`src/rtl/mem_stream_reader_pkg.sv`:
```
// rtl/mem_stream_reader_pkg.sv - shared FSM encoding and output buffer sizing for mem_stream_reader
package mem_stream_reader_pkg;

  typedef enum logic [1:0] {
    ST_IDLE  = 2'd0,
    ST_RUN   = 2'd1,
    ST_DRAIN = 2'd2
  } state_e;

  localparam int BUF_DEPTH = 2;
  localparam int CNT_W     = $clog2(BUF_DEPTH + 1);

endpackage

```
`src/rtl/mem_stream_reader_fifo2.sv`:
```
// rtl/mem_stream_reader_fifo2.sv - 2-entry registered FIFO with occupancy count
// Head entry is presented directly from storage; push and pop may coincide even when full.
module mem_stream_reader_fifo2
  import mem_stream_reader_pkg::*;
#(
  parameter int WIDTH = 33
) (
  input  logic             i_clk,
  input  logic             i_rstn,
  input  logic             i_push,
  input  logic [WIDTH-1:0] i_push_data,
  input  logic             i_pop,
  output logic [WIDTH-1:0] o_head,
  output logic             o_valid,
  output logic [CNT_W-1:0] o_count
);

  logic [WIDTH-1:0] entry_q [BUF_DEPTH];
  logic             rd_ptr_q;
  logic             wr_ptr_q;
  logic [CNT_W-1:0] count_q;
  logic [CNT_W-1:0] count_d;
  logic             do_push;
  logic             do_pop;

  assign do_pop  = i_pop && (count_q != '0);
  assign do_push = i_push && ((count_q != CNT_W'(BUF_DEPTH)) || do_pop);

  always_comb begin
    count_d = count_q;
    case ({do_push, do_pop})
      2'b10:   count_d = count_q + CNT_W'(1);
      2'b01:   count_d = count_q - CNT_W'(1);
      default: count_d = count_q;
    endcase
  end

  always_ff @(posedge i_clk or negedge i_rstn) begin
    if (!i_rstn) begin
      for (int i = 0; i < BUF_DEPTH; i++) begin
        entry_q[i] <= '0;
      end
      rd_ptr_q <= 1'b0;
      wr_ptr_q <= 1'b0;
      count_q  <= '0;
    end else begin
      // When full, the write slot is the head being popped this same edge.
      if (do_push) begin
        entry_q[wr_ptr_q] <= i_push_data;
        wr_ptr_q          <= ~wr_ptr_q;
      end
      if (do_pop) begin
        rd_ptr_q <= ~rd_ptr_q;
      end
      count_q <= count_d;
    end
  end

  assign o_head  = entry_q[rd_ptr_q];
  assign o_valid = (count_q != '0);
  assign o_count = count_q;

endmodule

```
`src/rtl/mem_stream_reader.sv`:
```
// rtl/mem_stream_reader.sv - streams len words from buffer memory port B as a valid/ready stream
// Optional MEM_STREAM_READER_STRIDE_EN adds a per-command address stride input.
module mem_stream_reader
  import mem_stream_reader_pkg::*;
#(
  parameter int DATA_WIDTH = 32,
  parameter int ADDR_WIDTH = 10
) (
  input  logic                  i_clk,
  input  logic                  i_rstn,
  input  logic                  i_start,
  input  logic [ADDR_WIDTH-1:0] i_base_addr,
  input  logic [ADDR_WIDTH:0]   i_len,
`ifdef MEM_STREAM_READER_STRIDE_EN
  input  logic [ADDR_WIDTH-1:0] i_stride,
`endif
  output logic                  o_busy,
  output logic                  o_done,
  output logic [ADDR_WIDTH-1:0] o_mem_addr,
  output logic [3:0]            o_mem_we,
  input  logic [DATA_WIDTH-1:0] i_mem_dout,
  output logic [DATA_WIDTH-1:0] o_tdata,
  output logic                  o_tvalid,
  input  logic                  i_tready,
  output logic                  o_tlast
);

  localparam logic [ADDR_WIDTH:0] REMAIN_ONE = (ADDR_WIDTH+1)'(1);

  state_e                state_q, state_d;
  logic [ADDR_WIDTH-1:0] addr_q, addr_d;
  logic [ADDR_WIDTH:0]   remain_q, remain_d;
  logic                  inflight_q, inflight_d;
  logic                  inflight_last_q, inflight_last_d;
  logic                  done_q, done_d;
  logic [ADDR_WIDTH-1:0] step;

  logic [CNT_W-1:0]      buf_count;
  logic                  buf_valid;
  logic [DATA_WIDTH:0]   buf_head;
  logic                  pop;
  logic [CNT_W:0]        occupancy;
  logic [CNT_W:0]        credit_limit;
  logic                  credit_ok;

`ifdef MEM_STREAM_READER_STRIDE_EN
  logic [ADDR_WIDTH-1:0] stride_q;

  always_ff @(posedge i_clk or negedge i_rstn) begin
    if (!i_rstn) begin
      stride_q <= '0;
    end else if ((state_q == ST_IDLE) && i_start) begin
      stride_q <= i_stride;
    end
  end

  assign step = stride_q;
`else
  assign step = ADDR_WIDTH'(1);
`endif

  assign pop = buf_valid && i_tready;

  // A read may issue only if its word is guaranteed a buffer slot when it lands.
  assign occupancy    = {1'b0, buf_count} + {{CNT_W{1'b0}}, inflight_q};
  assign credit_limit = (CNT_W+1)'(BUF_DEPTH) + {{CNT_W{1'b0}}, pop};
  assign credit_ok    = (occupancy < credit_limit);

  always_comb begin
    state_d         = state_q;
    addr_d          = addr_q;
    remain_d        = remain_q;
    inflight_d      = 1'b0;
    inflight_last_d = 1'b0;
    done_d          = 1'b0;
    case (state_q)
      ST_IDLE: begin
        if (i_start) begin
          if (i_len != '0) begin
            addr_d   = i_base_addr;
            remain_d = i_len;
            state_d  = ST_RUN;
          end else begin
            done_d = 1'b1;
          end
        end
      end
      ST_RUN: begin
        if (credit_ok) begin
          addr_d          = addr_q + step;
          remain_d        = remain_q - REMAIN_ONE;
          inflight_d      = 1'b1;
          inflight_last_d = (remain_q == REMAIN_ONE);
          if (remain_q == REMAIN_ONE) begin
            state_d = ST_DRAIN;
          end
        end
      end
      ST_DRAIN: begin
        if (pop && buf_head[DATA_WIDTH]) begin
          state_d = ST_IDLE;
          done_d  = 1'b1;
        end
      end
      default: state_d = ST_IDLE;
    endcase
  end

  always_ff @(posedge i_clk or negedge i_rstn) begin
    if (!i_rstn) begin
      state_q         <= ST_IDLE;
      addr_q          <= '0;
      remain_q        <= '0;
      inflight_q      <= 1'b0;
      inflight_last_q <= 1'b0;
      done_q          <= 1'b0;
    end else begin
      state_q         <= state_d;
      addr_q          <= addr_d;
      remain_q        <= remain_d;
      inflight_q      <= inflight_d;
      inflight_last_q <= inflight_last_d;
      done_q          <= done_d;
    end
  end

  // Each word carries its own last flag so tlast follows the data through the buffer.
  mem_stream_reader_fifo2 #(
    .WIDTH(DATA_WIDTH + 1)
  ) u_out_buf (
    .i_clk       (i_clk),
    .i_rstn      (i_rstn),
    .i_push      (inflight_q),
    .i_push_data ({inflight_last_q, i_mem_dout}),
    .i_pop       (pop),
    .o_head      (buf_head),
    .o_valid     (buf_valid),
    .o_count     (buf_count)
  );

  assign o_busy     = (state_q != ST_IDLE);
  assign o_done     = done_q;
  assign o_mem_addr = addr_q;
  assign o_mem_we   = 4'b0000;
  assign o_tdata    = buf_head[DATA_WIDTH-1:0];
  assign o_tlast    = buf_head[DATA_WIDTH];
  assign o_tvalid   = buf_valid;

endmodule

```
`config.mk`:
```
export PLATFORM = sky130hd
export DESIGN_NAME = mem_stream_reader
export DESIGN_NICKNAME = d
export VERILOG_FILES = /design/src/rtl/mem_stream_reader_pkg.sv /design/src/rtl/mem_stream_reader_fifo2.sv /design/src/rtl/mem_stream_reader.sv
export SDC_FILE = /design/constraint.sdc
export NUM_CORES = 1
export LEC_CHECK = 0
export ABC_CLOCK_PERIOD_IN_PS = 4400
export CORE_ASPECT_RATIO = 1.1
export CORE_MARGIN = 3
export CORE_UTILIZATION = 50
export CTS_CLUSTER_SIZE = 25
export DETAILED_ROUTE_END_ITERATION = 8
export GPL_TIMING_DRIVEN = 0
export PLACE_DENSITY = 0.79
export SLEW_MARGIN = 20
export SYNTH_ARGS = -nofsm -noshare
export SYNTH_HDL_FRONTEND = slang
export SYNTH_HIERARCHICAL = 1
export SYNTH_SLANG_ARGS = --single-unit
export TNS_END_PERCENT = 20
```
`constraint.sdc`:
```
create_clock -name i_clk -period 4.4 [get_ports i_clk]
set_input_delay 0.66 -clock i_clk [delete_from_list [all_inputs] [get_ports i_clk]]
set_output_delay 0.66 -clock i_clk [all_outputs]
set_load 0.02 [all_outputs]
```
# After elaboration in Yosys (flattened, before gate mapping)
# Cells that the tools add are included.
# W data, S select, Z words.
# totals
word_cells	79
output_inout_bits	50
regBits	96
in_bits	57
# classes
eq_ne	11
mux	29
n_lt_le_gt_ge	4
bitwise_logic	4
n_addsub	6
n_reduce_logical	14
# ops
operator	count
$mux W33	4
$bwmux W66	1
$demux W33 S1	1
$mux W11	3
$mux W10	3
$pmux W11 S2	1
$pmux W10 S2	1
$ne A2 B2 Y1 const B	6
$eq A11 B1 Y1 const B	1
$reduce_bool A11 Y1	1
$sub A11 B1 Y11 const B	1
$add A10 B1 Y10 const B	1
$mux W2	5
$reduce_bool A2 Y1	4
$mux W1	7
$pmux W2 S3	1
$logic_and A1 B1 Y1	5
$reduce_and A5 Y1	1
$eq A2 B1 Y1 const B	2
$eq A2 B2 Y1 const B	2
$ge A2 B2 Y1 const B	2
$not A1 Y2	2
$pmux W2 S2	1
$reduce_and A4 Y1	1
other kinds (10)	11

# Depth between registers and ports, before layout
# logic_depth
depth_word	7
ltp_mapped	8
mapped_depth_nobuf	8

# By module
# The synthesis kept the hierarchy.
# by_module_without_submodules
mod	instances	seq_area_each_um2	cells_each	area_each_um2
mem_stream_reader_fifo2	1	1751.7	193	3084.2
mem_stream_reader	1	650.6	210	1811.7

# Least setup slack after synthesis
# No wires, ideal clock.
# synth_path
kind	register to register
start	register u_out_buf.count_q[0], in the netlist u_out_buf/o_count[0]
end	register u_out_buf.count_q[1], in the netlist u_out_buf/o_count[1]
synth_period_minus_slack_ns	2.095
path_stages_with_launch	8
arrival_ns	2.016
slack_ns	2.305
t_required_ns	4.321
n_path_buf	0
setup_time_ns	0.079
cell_sequence	dfrtp_1 > or2_2 > and2_1 > nor3b_4 > nand2b_1 > ha_1 > nor2_1 > xor2_1
# synth_via
elab_chain_cells	7
elab_cells_between_ends	12
cone_classes	add/sub: 2; eq/ne: 3; mux: 1; reduce/logical: 6
# synth_rtl
item	line_no	text
from (decl)	mem_stream_reader_fifo2.sv:21	logic [CNT_W-1:0] count_q;
from (signal assigned)	mem_stream_reader_fifo2.sv:55	count_q <= count_d;
$reduce_bool A2 Y1 (*)	mem_stream_reader_fifo2.sv:60	assign o_valid = (count_q != '0);
via o_tvalid	mem_stream_reader.sv:23	output logic o_tvalid,
$logic_and A1 B1 Y1 (*)	mem_stream_reader.sv:62	assign pop = buf_valid && i_tready;
via pop	mem_stream_reader.sv:41	logic pop;
$logic_and A1 B1 Y1 (*)	mem_stream_reader_fifo2.sv:26	assign do_pop = i_pop && (count_q != '0);
$logic_or A1 B1 Y1	mem_stream_reader_fifo2.sv:27	assign do_push = i_push && ((count_q != CNT_W'(BUF_DEPTH)) || do_pop);
$logic_and A1 B1 Y1	mem_stream_reader_fifo2.sv:27	
$eq A2 B1 Y1 / $eq A2 B2 Y1 (equally long branches)	mem_stream_reader_fifo2.sv:31	case ({do_push, do_pop})
$pmux W2 S2 / $reduce_bool A2 Y1 (equally long branches)	--	
# The timed path passes the listed nets; every way through them passes the cells marked *.
# A chain may end at the register's enable or synchronous reset.

# Worst setup path in the final report
# layout_path
start	register u_out_buf.rd_ptr_q
end	output o_tlast
# layout_via
elab_chain_cells	4
# layout_rtl
item	line_no	text
from (decl)	mem_stream_reader_fifo2.sv:19	logic rd_ptr_q;
from (signal assigned)	mem_stream_reader_fifo2.sv:53	rd_ptr_q <= ~rd_ptr_q;
$not A1 Y2 (not written as such)	mem_stream_reader_fifo2.sv:59	assign o_head = entry_q[rd_ptr_q];
$mux W33 (not written as such) (3 in series)	mem_stream_reader_fifo2.sv:59	
to (decl)	mem_stream_reader.sv:25	output logic o_tlast
# Every way passes these cells. The select of a mux whose other input is x is not followed.

==> summary.txt <==
Die
  – Io pins: 107
  – Core Box Area: 9440 µm²
  – Die Area: 11000 µm²
  – Die H: 110 µm
  – Die W: 100 µm
  – Rows: 37
  – Initial Util: 0.518

Logic synthesis
  – Top cell type's share of synthesized area: 0.491
  – Most frequent cells after synthesis: 96 x dfrtp_1, 93 x mux2_2, 15 x nand2_1, 13 x nand3_1, 12 x inv_1
  – Register area share after synthesis: 0.491
  – Mapped cell area: 4900 µm²
  – Synth cell types: 67
  – Ys flop type: dfrtp_1
  – Cell taking the most area after synthesis: dfrtp_1
  – Ys Warns: 6
  – Number of synthesized register bits: 96
  – Ranking of synthesized cells by area: dfrtp_1 49%, mux2_2 21%, buf_6 1.6%
  – Syn_area_per_cell: 12.1 µm²
  – Top-count cell post-synth: dfrtp_1
  – Ys async rst share: 1.00
  – Post-synth EDFFs: 0
  – Post-Syn Instances: 403

Worst setup path
  – Crit path arrival time: 2340 ps
  – Worst R2R Start: u_out_buf/o_count[0]
  – Reg2reg end: remain_q[7]
  – Critical path peak fanout: 10
  – Worst Path Required: 3740 ps
  – CP Capture Type: primary output
  – Crit. Startpoint: u_out_buf/rd_ptr_q
  – Worst setup path endpoint: o_tlast
  – Startpoint types: register
  – Worst R2R Path Depth: 7
  – Crit Path Class: reg2out
  – FF-to-FF setup slack: 1790 ps

GRT
  – Total GRT Usage: 0.215
  – Initial antenna violation count: 0
  – Vias in the first global route: 3774
  – Total grt overflow: 0
  – First-pass GRT wire length: 18800 µm
  – Pin count of the biggest net entering global routing: 82

Timing
  – Setup TNS Final: 0 ps
  – FMAX: 333 MHz
  – Unrepaired setup endpoints after global routing: false
  – Worst hold slack: 115 ps
  – Slew Viols, Final: 0
  – Final period util: 0.682
  – Final setup fails: 0
  – Final setup slack of the worst path: 1400 ps
  – Min Clock Period, post-route: 3000 ps
  – Clock skew: 7.88 ps
  – Rel. slew slack: 0.566
  – Worst-Margin Slew: 651 ps
  – Fin. Hold Viols: 0

Worst hold path
  – Min-Delay Path Class: in2async

Run
  – Max cap viols: 0

Routing
  – Highest routed layer: met4
  – Antenna-violating nets left: 0
  – WL met2: 5610 µm
  – Routed vias/inst: 5.76
  – Post-Route WL: 11700 µm
  – TritonRoute pass-1 iters: 5
  – Metal3 WL: 832 µm
  – DRC violations left: 0
  – Starting DRC count in detailed routing: 183
  – Met1 wire length: 5010 µm
  – Vias: 3701
  – Routed wire length per instance: 18.3 µm

Layout
  – Storage element area: 2400 µm²
  – Layout cells sized above 1: 0.269
  – Fillers: 708
  – Diodes inserted: 0
  – Multi-input logic area: 2270 µm²
  – Nets: 583
  – Area Overhead vs Synth: 29.0%

Clocking
  – Postcts setup bufs: 0
  – TritonCTS clock tree: yes
  – Clock buffers created by TritonCTS: 9
  – Clock transition at the registers of the reported paths: 100 ps
  – PostCTS Resize Cnt: 0
  – Clock Latency Late Sink: 360 ps
  – Clock Tree Root: clkbuf_8
  – Count of clock tree sinks: 96
  – CTS Buffer Depth: 2
  – Hold Buf Count CTS: 0
  – H-tree levels: 3

Status
  – Status: complete, no violations

Pwr
  – Worst vdd rail ir drop: 0.499 mV
  – P_leak: 2.59 nW
  – Power Density: 768 nW/µm²

Placed design
  – DP HPWL: 8510 µm
  – PortBufs: 102
  – GPL Wtd Cong: 0.897
  – Post-Place Setup Slack: 1640 ps
## sequential cells by signal, summed over array words and instances (netlist names)
signal and count:
inflight_last_q 1, inflight_q 1, o_done 1, o_mem_addr 10, remain_q 11, state_q 2
u_out_buf/entry_q 66, u_out_buf/o_count 2, u_out_buf/rd_ptr_q 1, u_out_buf/wr_ptr_q 1
## layout by cell type (no fill, tap or decap), types with 9 or more instances in the layout
master	Yosys	final
clkdlybuf4s50_1	0	101
dfrtp_1	96	96
mux2_2	93	93
nand2_1	15	15
nand3_1	13	13
inv_1	12	12
nor2_1	11	11
nor3_1	10	10
clkbuf_8	0	10
clkbuf_1	9	9
## metrics by stage
step                total power [mW]  instances  area (µm²)   util
floorplan                       3.27        406        4910      -
global placement                4.16        625        6070  0.643
finish                          4.85        642        6320  0.669
detailed placement              4.25        626        6100  0.646
CTS                             4.87        642        6320  0.669
global route                    5.14        642        6320  0.669
## layout make-up
class,instances,area share
plain buffers,27,0.0281
clock buffers,10,0.0218
clock inverters,6,0.0119
inverters,15,0.00891
multi-input cells,268,0.360
flip-flops and latches,96,0.380
well taps,117,0.0232
repair buffers,103,0.166
## routing by layer
metal,track usage,up-vias
met5,0,-
met4,0.0924,0
met3,0.0425,24
met2,0.344,161
met1,0.287,1792
li1,-,1724
## critical path, stage by stage, from the launching register on
cell             delay [ps]
dfrtp_1                 340
clkbuf_1                310
buf_2                   360
mux2_2                  410
clkdlybuf4s50_1         560
## worst min-delay path by stage
| stage | from | endpoint | slack, ps |
|---|---|---|---|
| final | i_rstn | u_out_buf/entry_q[58] | 120 |
| after floorplan | i_rstn | inflight_last_q | 360 |
| after global placement | u_out_buf/entry_q[33] | u_out_buf/entry_q[33] | 460 |
| after global routing | i_rstn | o_done | 100 |
| after detailed placement | u_out_buf/entry_q[55] | u_out_buf/entry_q[55] | 470 |
| after CTS | i_rstn | u_out_buf/entry_q[25] | 100 |
## power breakdown
part	switching, mW	internal [mW]	total, mW
registers	0.250	1.28	1.53
logic	1.30	1.41	2.71
clock network	0.328	0.288	0.615
## cells by family (layout without fill, tap and decap cells)
| group | Yosys count | in the layout | share of synthesized area |
|---|---|---|---|
| mux | 103 | 103 | 0.236 |
| flops | 96 | 96 | 0.491 |
| simple gates | 85 | 85 | 0.101 |
| compound gates | 65 | 65 | 0.0989 |
| buf+inv | 42 | 161 | 0.0478 |
| fa+ha+maj | 6 | 6 | 0.0153 |
| xor+xnor | 5 | 5 | 0.00895 |
| other cells | 1 | 4 | 0.000766 |
No activity file was read; power rests on OpenSTA's default activity.
